===== src/rtl/morse_pkg.sv =====
// rtl/morse_pkg.sv - shared Morse definitions used by the encoder and decoder
package morse_pkg;

   typedef enum logic [1:0] {
      ST_IDLE  = 2'd0,
      ST_MARK  = 2'd1,
      ST_SPACE = 2'd2,
      ST_GAP   = 2'd3
   } morse_state_e;

   localparam int   MAX_SYMS = 5;
   localparam int   LEN_W    = 3;
   localparam int   BITS_W   = MAX_SYMS;
   localparam logic DOT      = 1'b0;
   localparam logic DASH     = 1'b1;

   // Width of a down-counter that must hold values 0..count-1 (never zero width).
   function automatic int cnt_width(input int count);
      return (count < 2) ? 1 : $clog2(count);
   endfunction

   function automatic int sym_units(input logic sym, input int dash_units);
      return (sym == DASH) ? dash_units : 1;
   endfunction

endpackage


===== src/rtl/morse_encoder_if.sv =====
// rtl/morse_encoder_if.sv - character request and keying-line bundle of the Morse encoder
interface morse_encoder_if;
   import morse_pkg::*;

   logic              new_i;
   logic [LEN_W-1:0]  len_i;
   logic [BITS_W-1:0] bits_i;
   logic              key_o;
   logic              idle_o;
   logic              done_o;
   logic              err_o;

   modport master (
      output new_i, len_i, bits_i,
      input  key_o, idle_o, done_o, err_o
   );

   modport slave (
      input  new_i, len_i, bits_i,
      output key_o, idle_o, done_o, err_o
   );

endinterface


===== src/rtl/morse_unit_timer.sv =====
// rtl/morse_unit_timer.sv - unit prescaler plus loadable unit down-counter
module morse_unit_timer
   import morse_pkg::*;
#(
   parameter int UNIT_CYCLES = 4,
   parameter int UNIT_W      = 3
) (
   input  logic              clk,
   input  logic              rst_n,
   input  logic              load_i,
   input  logic [UNIT_W-1:0] units_m1_i,
   output logic              expire_o
);

   localparam int                CYC_W    = cnt_width(UNIT_CYCLES);
   localparam logic [CYC_W-1:0]  CYC_MAX  = CYC_W'(UNIT_CYCLES - 1);
   localparam logic [CYC_W-1:0]  CYC_ONE  = CYC_W'(1);
   localparam logic [UNIT_W-1:0] UNIT_ONE = UNIT_W'(1);

   logic [CYC_W-1:0]  cyc_q,  cyc_d;
   logic [UNIT_W-1:0] unit_q, unit_d;
   logic              run_q,  run_d;
   logic              unit_stb;

   assign unit_stb = (cyc_q == '0);
   // Expires in the last cycle of the loaded interval so the FSM can reload on the same edge.
   assign expire_o = run_q && unit_stb && (unit_q == '0);

   always_comb begin
      cyc_d  = cyc_q;
      unit_d = unit_q;
      run_d  = run_q;
      if (load_i) begin
         cyc_d  = CYC_MAX;
         unit_d = units_m1_i;
         run_d  = 1'b1;
      end else if (run_q) begin
         if (unit_stb) begin
            cyc_d = CYC_MAX;
            if (unit_q == '0) run_d = 1'b0;
            else              unit_d = unit_q - UNIT_ONE;
         end else begin
            cyc_d = cyc_q - CYC_ONE;
         end
      end
   end

   always_ff @(posedge clk or negedge rst_n) begin
      if (!rst_n) begin
         cyc_q  <= '0;
         unit_q <= '0;
         run_q  <= 1'b0;
      end else begin
         cyc_q  <= cyc_d;
         unit_q <= unit_d;
         run_q  <= run_d;
      end
   end

endmodule


===== src/rtl/morse_encoder.sv =====
// rtl/morse_encoder.sv - keys one Morse character (dots/dashes plus trailing gap) onto a line
module morse_encoder
   import morse_pkg::*;
#(
   parameter int UNIT_CYCLES    = 4,
   parameter int DASH_UNITS     = 3,
   parameter int SYM_GAP_UNITS  = 1,
   parameter int CHAR_GAP_UNITS = 3,
   parameter int WORD_GAP_UNITS = 7
) (
   input  logic            clk,
   input  logic            rst_n,
   morse_encoder_if.slave  bus
);

   localparam int MAX_A     = (DASH_UNITS > CHAR_GAP_UNITS) ? DASH_UNITS : CHAR_GAP_UNITS;
   localparam int MAX_B     = (WORD_GAP_UNITS > SYM_GAP_UNITS) ? WORD_GAP_UNITS : SYM_GAP_UNITS;
   localparam int MAX_UNITS = (MAX_A > MAX_B) ? MAX_A : MAX_B;
   localparam int UNIT_W    = cnt_width(MAX_UNITS);

   localparam logic [UNIT_W-1:0] SYM_M1  = UNIT_W'(SYM_GAP_UNITS - 1);
   localparam logic [UNIT_W-1:0] CHAR_M1 = UNIT_W'(CHAR_GAP_UNITS - 1);
   localparam logic [UNIT_W-1:0] WORD_M1 = UNIT_W'(WORD_GAP_UNITS - 1);

   morse_state_e      state_q, state_d;
   logic [LEN_W-1:0]  len_q,   len_d;
   logic [BITS_W-1:0] bits_q,  bits_d;
   logic [LEN_W-1:0]  idx_q,   idx_d;
   logic              key_q,   key_d;
   logic              idle_q,  idle_d;
   logic              done_q,  done_d;
   logic              err_q,   err_d;
   logic              load;
   logic [UNIT_W-1:0] units_m1;
   logic              expire;

   morse_unit_timer #(
      .UNIT_CYCLES (UNIT_CYCLES),
      .UNIT_W      (UNIT_W)
   ) u_timer (
      .clk        (clk),
      .rst_n      (rst_n),
      .load_i     (load),
      .units_m1_i (units_m1),
      .expire_o   (expire)
   );

   always_comb begin
      state_d  = state_q;
      len_d    = len_q;
      bits_d   = bits_q;
      idx_d    = idx_q;
      done_d   = 1'b0;
      err_d    = 1'b0;
      load     = 1'b0;
      units_m1 = '0;
      case (state_q)
         ST_IDLE: begin
            if (bus.new_i) begin
               if (bus.len_i == '0) begin
                  state_d  = ST_GAP;
                  load     = 1'b1;
                  units_m1 = WORD_M1;
               end else if (bus.len_i > LEN_W'(MAX_SYMS)) begin
                  err_d = 1'b1;
               end else begin
                  state_d  = ST_MARK;
                  len_d    = bus.len_i;
                  bits_d   = bus.bits_i;
                  idx_d    = '0;
                  load     = 1'b1;
                  units_m1 = UNIT_W'(sym_units(bus.bits_i[0], DASH_UNITS) - 1);
               end
            end
         end
         ST_MARK: begin
            if (expire) begin
               load = 1'b1;
               if (idx_q == len_q - LEN_W'(1)) begin
                  state_d  = ST_GAP;
                  units_m1 = CHAR_M1;
               end else begin
                  state_d  = ST_SPACE;
                  units_m1 = SYM_M1;
               end
            end
         end
         ST_SPACE: begin
            if (expire) begin
               state_d  = ST_MARK;
               idx_d    = idx_q + LEN_W'(1);
               load     = 1'b1;
               units_m1 = UNIT_W'(sym_units(bits_q[idx_d], DASH_UNITS) - 1);
            end
         end
         ST_GAP: begin
            if (expire) begin
               state_d = ST_IDLE;
               done_d  = 1'b1;
            end
         end
         default: state_d = ST_IDLE;
      endcase
      key_d  = (state_d == ST_MARK);
      idle_d = (state_d == ST_IDLE);
   end

   always_ff @(posedge clk or negedge rst_n) begin
      if (!rst_n) begin
         state_q <= ST_IDLE;
         len_q   <= '0;
         bits_q  <= '0;
         idx_q   <= '0;
         key_q   <= 1'b0;
         idle_q  <= 1'b1;
         done_q  <= 1'b0;
         err_q   <= 1'b0;
      end else begin
         state_q <= state_d;
         len_q   <= len_d;
         bits_q  <= bits_d;
         idx_q   <= idx_d;
         key_q   <= key_d;
         idle_q  <= idle_d;
         done_q  <= done_d;
         err_q   <= err_d;
      end
   end

   assign bus.key_o  = key_q;
   assign bus.idle_o = idle_q;
   assign bus.done_o = done_q;
   assign bus.err_o  = err_q;

endmodule


===== src/flat_wrapper.sv =====
// flat-port wrapper written by rule: the top's interface ports become plain ports
module morse_encoder_flat import morse_pkg::*;
#(
   parameter int UNIT_CYCLES    = 4,
   parameter int DASH_UNITS     = 3,
   parameter int SYM_GAP_UNITS  = 1,
   parameter int CHAR_GAP_UNITS = 3,
   parameter int WORD_GAP_UNITS = 7
)
  (clk, rst_n, bus_new_i, bus_len_i, bus_bits_i, bus_key_o, bus_idle_o, bus_done_o, bus_err_o);
  morse_encoder_if bus_i ();
  input  logic clk;
  input  logic rst_n;
  input wire logic [$bits(bus_i.new_i)-1:0] bus_new_i;
  input wire logic [$bits(bus_i.len_i)-1:0] bus_len_i;
  input wire logic [$bits(bus_i.bits_i)-1:0] bus_bits_i;
  output wire logic [$bits(bus_i.key_o)-1:0] bus_key_o;
  output wire logic [$bits(bus_i.idle_o)-1:0] bus_idle_o;
  output wire logic [$bits(bus_i.done_o)-1:0] bus_done_o;
  output wire logic [$bits(bus_i.err_o)-1:0] bus_err_o;
  assign bus_i.new_i = bus_new_i;
  assign bus_i.len_i = bus_len_i;
  assign bus_i.bits_i = bus_bits_i;
  assign bus_key_o = bus_i.key_o;
  assign bus_idle_o = bus_i.idle_o;
  assign bus_done_o = bus_i.done_o;
  assign bus_err_o = bus_i.err_o;
  morse_encoder #(.UNIT_CYCLES(UNIT_CYCLES), .DASH_UNITS(DASH_UNITS), .SYM_GAP_UNITS(SYM_GAP_UNITS), .CHAR_GAP_UNITS(CHAR_GAP_UNITS), .WORD_GAP_UNITS(WORD_GAP_UNITS)) u_core (.clk(clk), .rst_n(rst_n), .bus(bus_i));
endmodule

===== config.mk =====
export PLATFORM = sky130hd
export DESIGN_NAME = morse_encoder_flat
export DESIGN_NICKNAME = d
export VERILOG_FILES = /design/src/rtl/morse_pkg.sv /design/src/rtl/morse_encoder_if.sv /design/src/rtl/morse_unit_timer.sv /design/src/rtl/morse_encoder.sv /design/src/flat_wrapper.sv
export SDC_FILE = /design/constraint.sdc
export NUM_CORES = 1
export LEC_CHECK = 0
export ABC_AREA = 1
export CORE_ASPECT_RATIO = 1.2
export CORE_UTILIZATION = 30
export DETAILED_ROUTE_END_ITERATION = 10
export HOLD_SLACK_MARGIN = 0.1
export PLACE_DENSITY = 0.5
export SETUP_SLACK_MARGIN = 0.5
export SLEW_MARGIN = 20
export SYNTH_ARGS = -nofsm -noshare
export SYNTH_HDL_FRONTEND = slang
export SYNTH_HIERARCHICAL = 1
export SYNTH_SLANG_ARGS = --single-unit

===== constraint.sdc =====
create_clock -name clk -period 5.1 [get_ports clk]
set_input_delay 0.51 -clock clk [delete_from_list [all_inputs] [get_ports clk]]
set_output_delay 0.51 -clock clk [all_outputs]
set_load 0.03 [all_outputs]

==> metrics.txt <==
status complete, no violations; Finished Core Util 0.374; register area share after synthesis 0.419; CTS Sinks 23; routed vias 1071; Placed Area about 1600 um2; commonest non-fill, non-tap cells in the layout nand2_1 (50), inv_1 (26), dfrtp_1 (22), clkdlybuf4s50_1 (13); Critical Path Most Common Cell nand2_1; Post-DP HPWL 2040 um; first-pass GRT wire length 4950 um; worst skew pair latency 270 ps; Buf/Inv on CP 3; fin. max-slew vios 0; Multi-input gate area 679 um2; Cell Rows 26; IO Port Bufs 14; H-tree Lvls 1; crit-path max cell delay roughly 450 ps; CP startpoint kind register; Setup CP Type register to register; initial antenna violation count 0; period utilization 0.419; crit path launch u_core/u_timer/unit_q[0]; initial drt markers 35; total gr overflow 0; Worst-path clk slew ~80 ps; DRC viols 0; critical path cell sequence inv_1 -> ha_1 -> nand2_4 -> nor2_1 -> nand2_1 -> a21oi_1 -> inv_2 -> nand3_1 -> nand2_1 -> inv_1 -> nand2_1; CTS root buffer clkbuf_8; # IOs 15; Seq pwr share 0.351; Crit path depth 11; top cell family by delay on the critical path simple AND/OR/NAND/NOR gates; Layout area overhead 17.6%; max cap viols 0; minimum clock period 2140 ps; Mean Syn Cell Area approximately 8 um2; routability cong. 0.787; PwrDens 548 nW/um2; Via density 4.43; clock power share 0.131; CTS tree yes; post-CTS sizing 0; # hold bufs at CTS 0; R2R setup slack about 3000 ps; WL per Instance about 11 um; logic gate share of total power 0.518; synthesis-stage register bit count 23; Power Internal 0.510 mW; vias in the first global route 1140; Finished Layout Cells 242; Die H 76.2 um; leakage 0.807 nW; CP max FO 7; Setup crit end u_core/u_timer/unit_q[2]; Unique masters post-synth 26; Syn Std Cell Area ~1400 um2; Initial Util 0.318; setup TNS 0 ps; fillers 450; FFs w/ async S/R, synth 1.00; Data required, critical path 5260 ps; P_sw 0.377 mW; post-route cell area 1620 um2; synthesis warning total 6; Worst setup EP type register; n_diodes 0; measured slew at the worst slew-check pin 994 ps; largest net degree at the start of global routing 24; DRT Pass-1 Iters 4; CTS Buf Count 3; NumNets Final 208; Max Clk Rate 468 MHz; core area 4330 um2; RR Startpoint u_core/u_timer/unit_q[0]; Register Area 577 um2; WP data arrival 2300 ps; Final ANT Viol Nets 0; unrepaired setup endpoints after global routing no; Max rail drop VDD around 230 uV; most common cell after layout, fill and taps aside nand2_1; Post-Syn Instances 169; Hold Crit Class primary input to async pin; setup repair bufs after CTS 0; clock buffer depth 2; top_reg_cell synth dfrtp_1; Rel. slew slack 0.333; r2r endpoint u_core/u_timer/unit_q[2]; Post-Syn Nets 190; final hold violations 0; final WL 2600 um; clock skew slightly below 3 ps; Post-synth EDFFs 0; placed cells 238; Total Routing Usage GR 0.128; die area 4860 um2; share of post-route cells with drive strength above 1 0.118; Final Setup Violations 0; slowest CP cell a21oi_1; FF-to-FF path depth 11; Die W 63.8 um; Switching Share 0.425
-- worst reg2reg max path, delay by kind of cell (launching register included) --
| family | cells | cell delay, ps |
|---|---|---|
| AND/OR/NAND/NOR | 6 | 660 |
| AO/OA/AOI/OAI | 1 | 450 |
| flip-flops | 1 | 400 |
| buffers and inverters | 3 | 300 |
| adder cells (fa/ha/maj) | 1 | 230 |
-- state kept, by name, summed over array words and instances (netlist names) --
signal                 cells
u_core/bits_q              5
u_core/idx_q               3
u_core/len_q               3
u_core/u_timer/unit_q      3
u_core/state_q             2
u_core/u_timer/cyc_q       2
u_core/bus.done_o          1
u_core/bus.err_o           1
u_core/bus.idle_o          1
u_core/bus.key_o           1
u_core/u_timer/run_q       1
-- metrics by stage --
| step | power, mW | worst slack (ps) | hold WS (ps) |
|---|---|---|---|
| after floorplan | 0.671 | 3300 | 214 |
| after global placement | 0.763 | 2720 | 478 |
| after detailed placement | 0.777 | 2690 | 484 |
| after CTS | 0.900 | 2930 | 506 |
| after global routing | 0.993 | 2730 | 241 |
| final | 0.887 | 2960 | 198 |
-- cell families (layout without fill, tap and decap cells) --
logic type | Yosys count | after routing | share of synthesized area
AOI/OAI and AO/OA | 23 | 23 | 0.0955
xor gates and xnor gates | 3 | 3 | 0.0191
adders and majority gates | 10 | 10 | 0.0909
buffers and inverters | 30 | 47 | 0.0873
DFF | 23 | 23 | 0.419
muxes | 5 | 5 | 0.0518
other | 1 | 1 | 0.00272
and+or+nand+nor | 74 | 74 | 0.234
-- power by group through the flow --
stage	combinational [mW]	sequential, mW	clock, mW
floorplan	0.352	0.319	0
global placement	0.449	0.314	0
detailed placement	0.462	0.315	0
CTS	0.465	0.312	0.123
global route	0.539	0.323	0.131
finish	0.459	0.312	0.116
-- cell type report --
class                      count  area share
tap                           56      0.0433
clock buffer                   3      0.0255
inverter                      29      0.0672
clock inverter                 1     0.00464
multi-input combinational    116       0.420
timing repair buffer          14      0.0835
sequential                    23       0.356
-- routing by layer --
| layer | GRT usage | vias up | routed length [um] |
|---|---|---|---|
| li1 | - | 564 | - |
| met1 | 0.157 | 490 | 1230 |
| met2 | 0.220 | 13 | 1280 |
| met4 | 0.0545 | 0 | 46 |
| met5 | 0 | - | 0 |
| met3 | 0.0150 | 4 | 43 |
-- worst min path at each step --
| stage | startpoint | slack [ps] | cells past startpoint | endpoint |
|---|---|---|---|---|
| final | rst_n | 200 | 1 | u_core/bits_q[3] |
| after global placement | u_core/len_q[1] | 480 | 2 | u_core/len_q[1] |
| after floorplan | rst_n | 210 | 0 | u_core/bits_q[0] |
| after detailed placement | u_core/len_q[1] | 480 | 2 | u_core/len_q[1] |
| after global routing | rst_n | 240 | 1 | u_core/bits_q[3] |
| after CTS | u_core/len_q[1] | 510 | 2 | u_core/len_q[1] |
-- cell usage after synthesis (all sizes together) (3+ instances only) --
library cell	n	share of area
a21oi	10	0.039
dfrtp	22	0.40
ha	10	0.091
inv	29	0.079
mux2	5	0.052
nand2	55	0.16
nand3	10	0.036
nor2	7	0.025
o21ai	9	0.033
xnor2	3	0.019
Power figures use the tool's default switching activity.
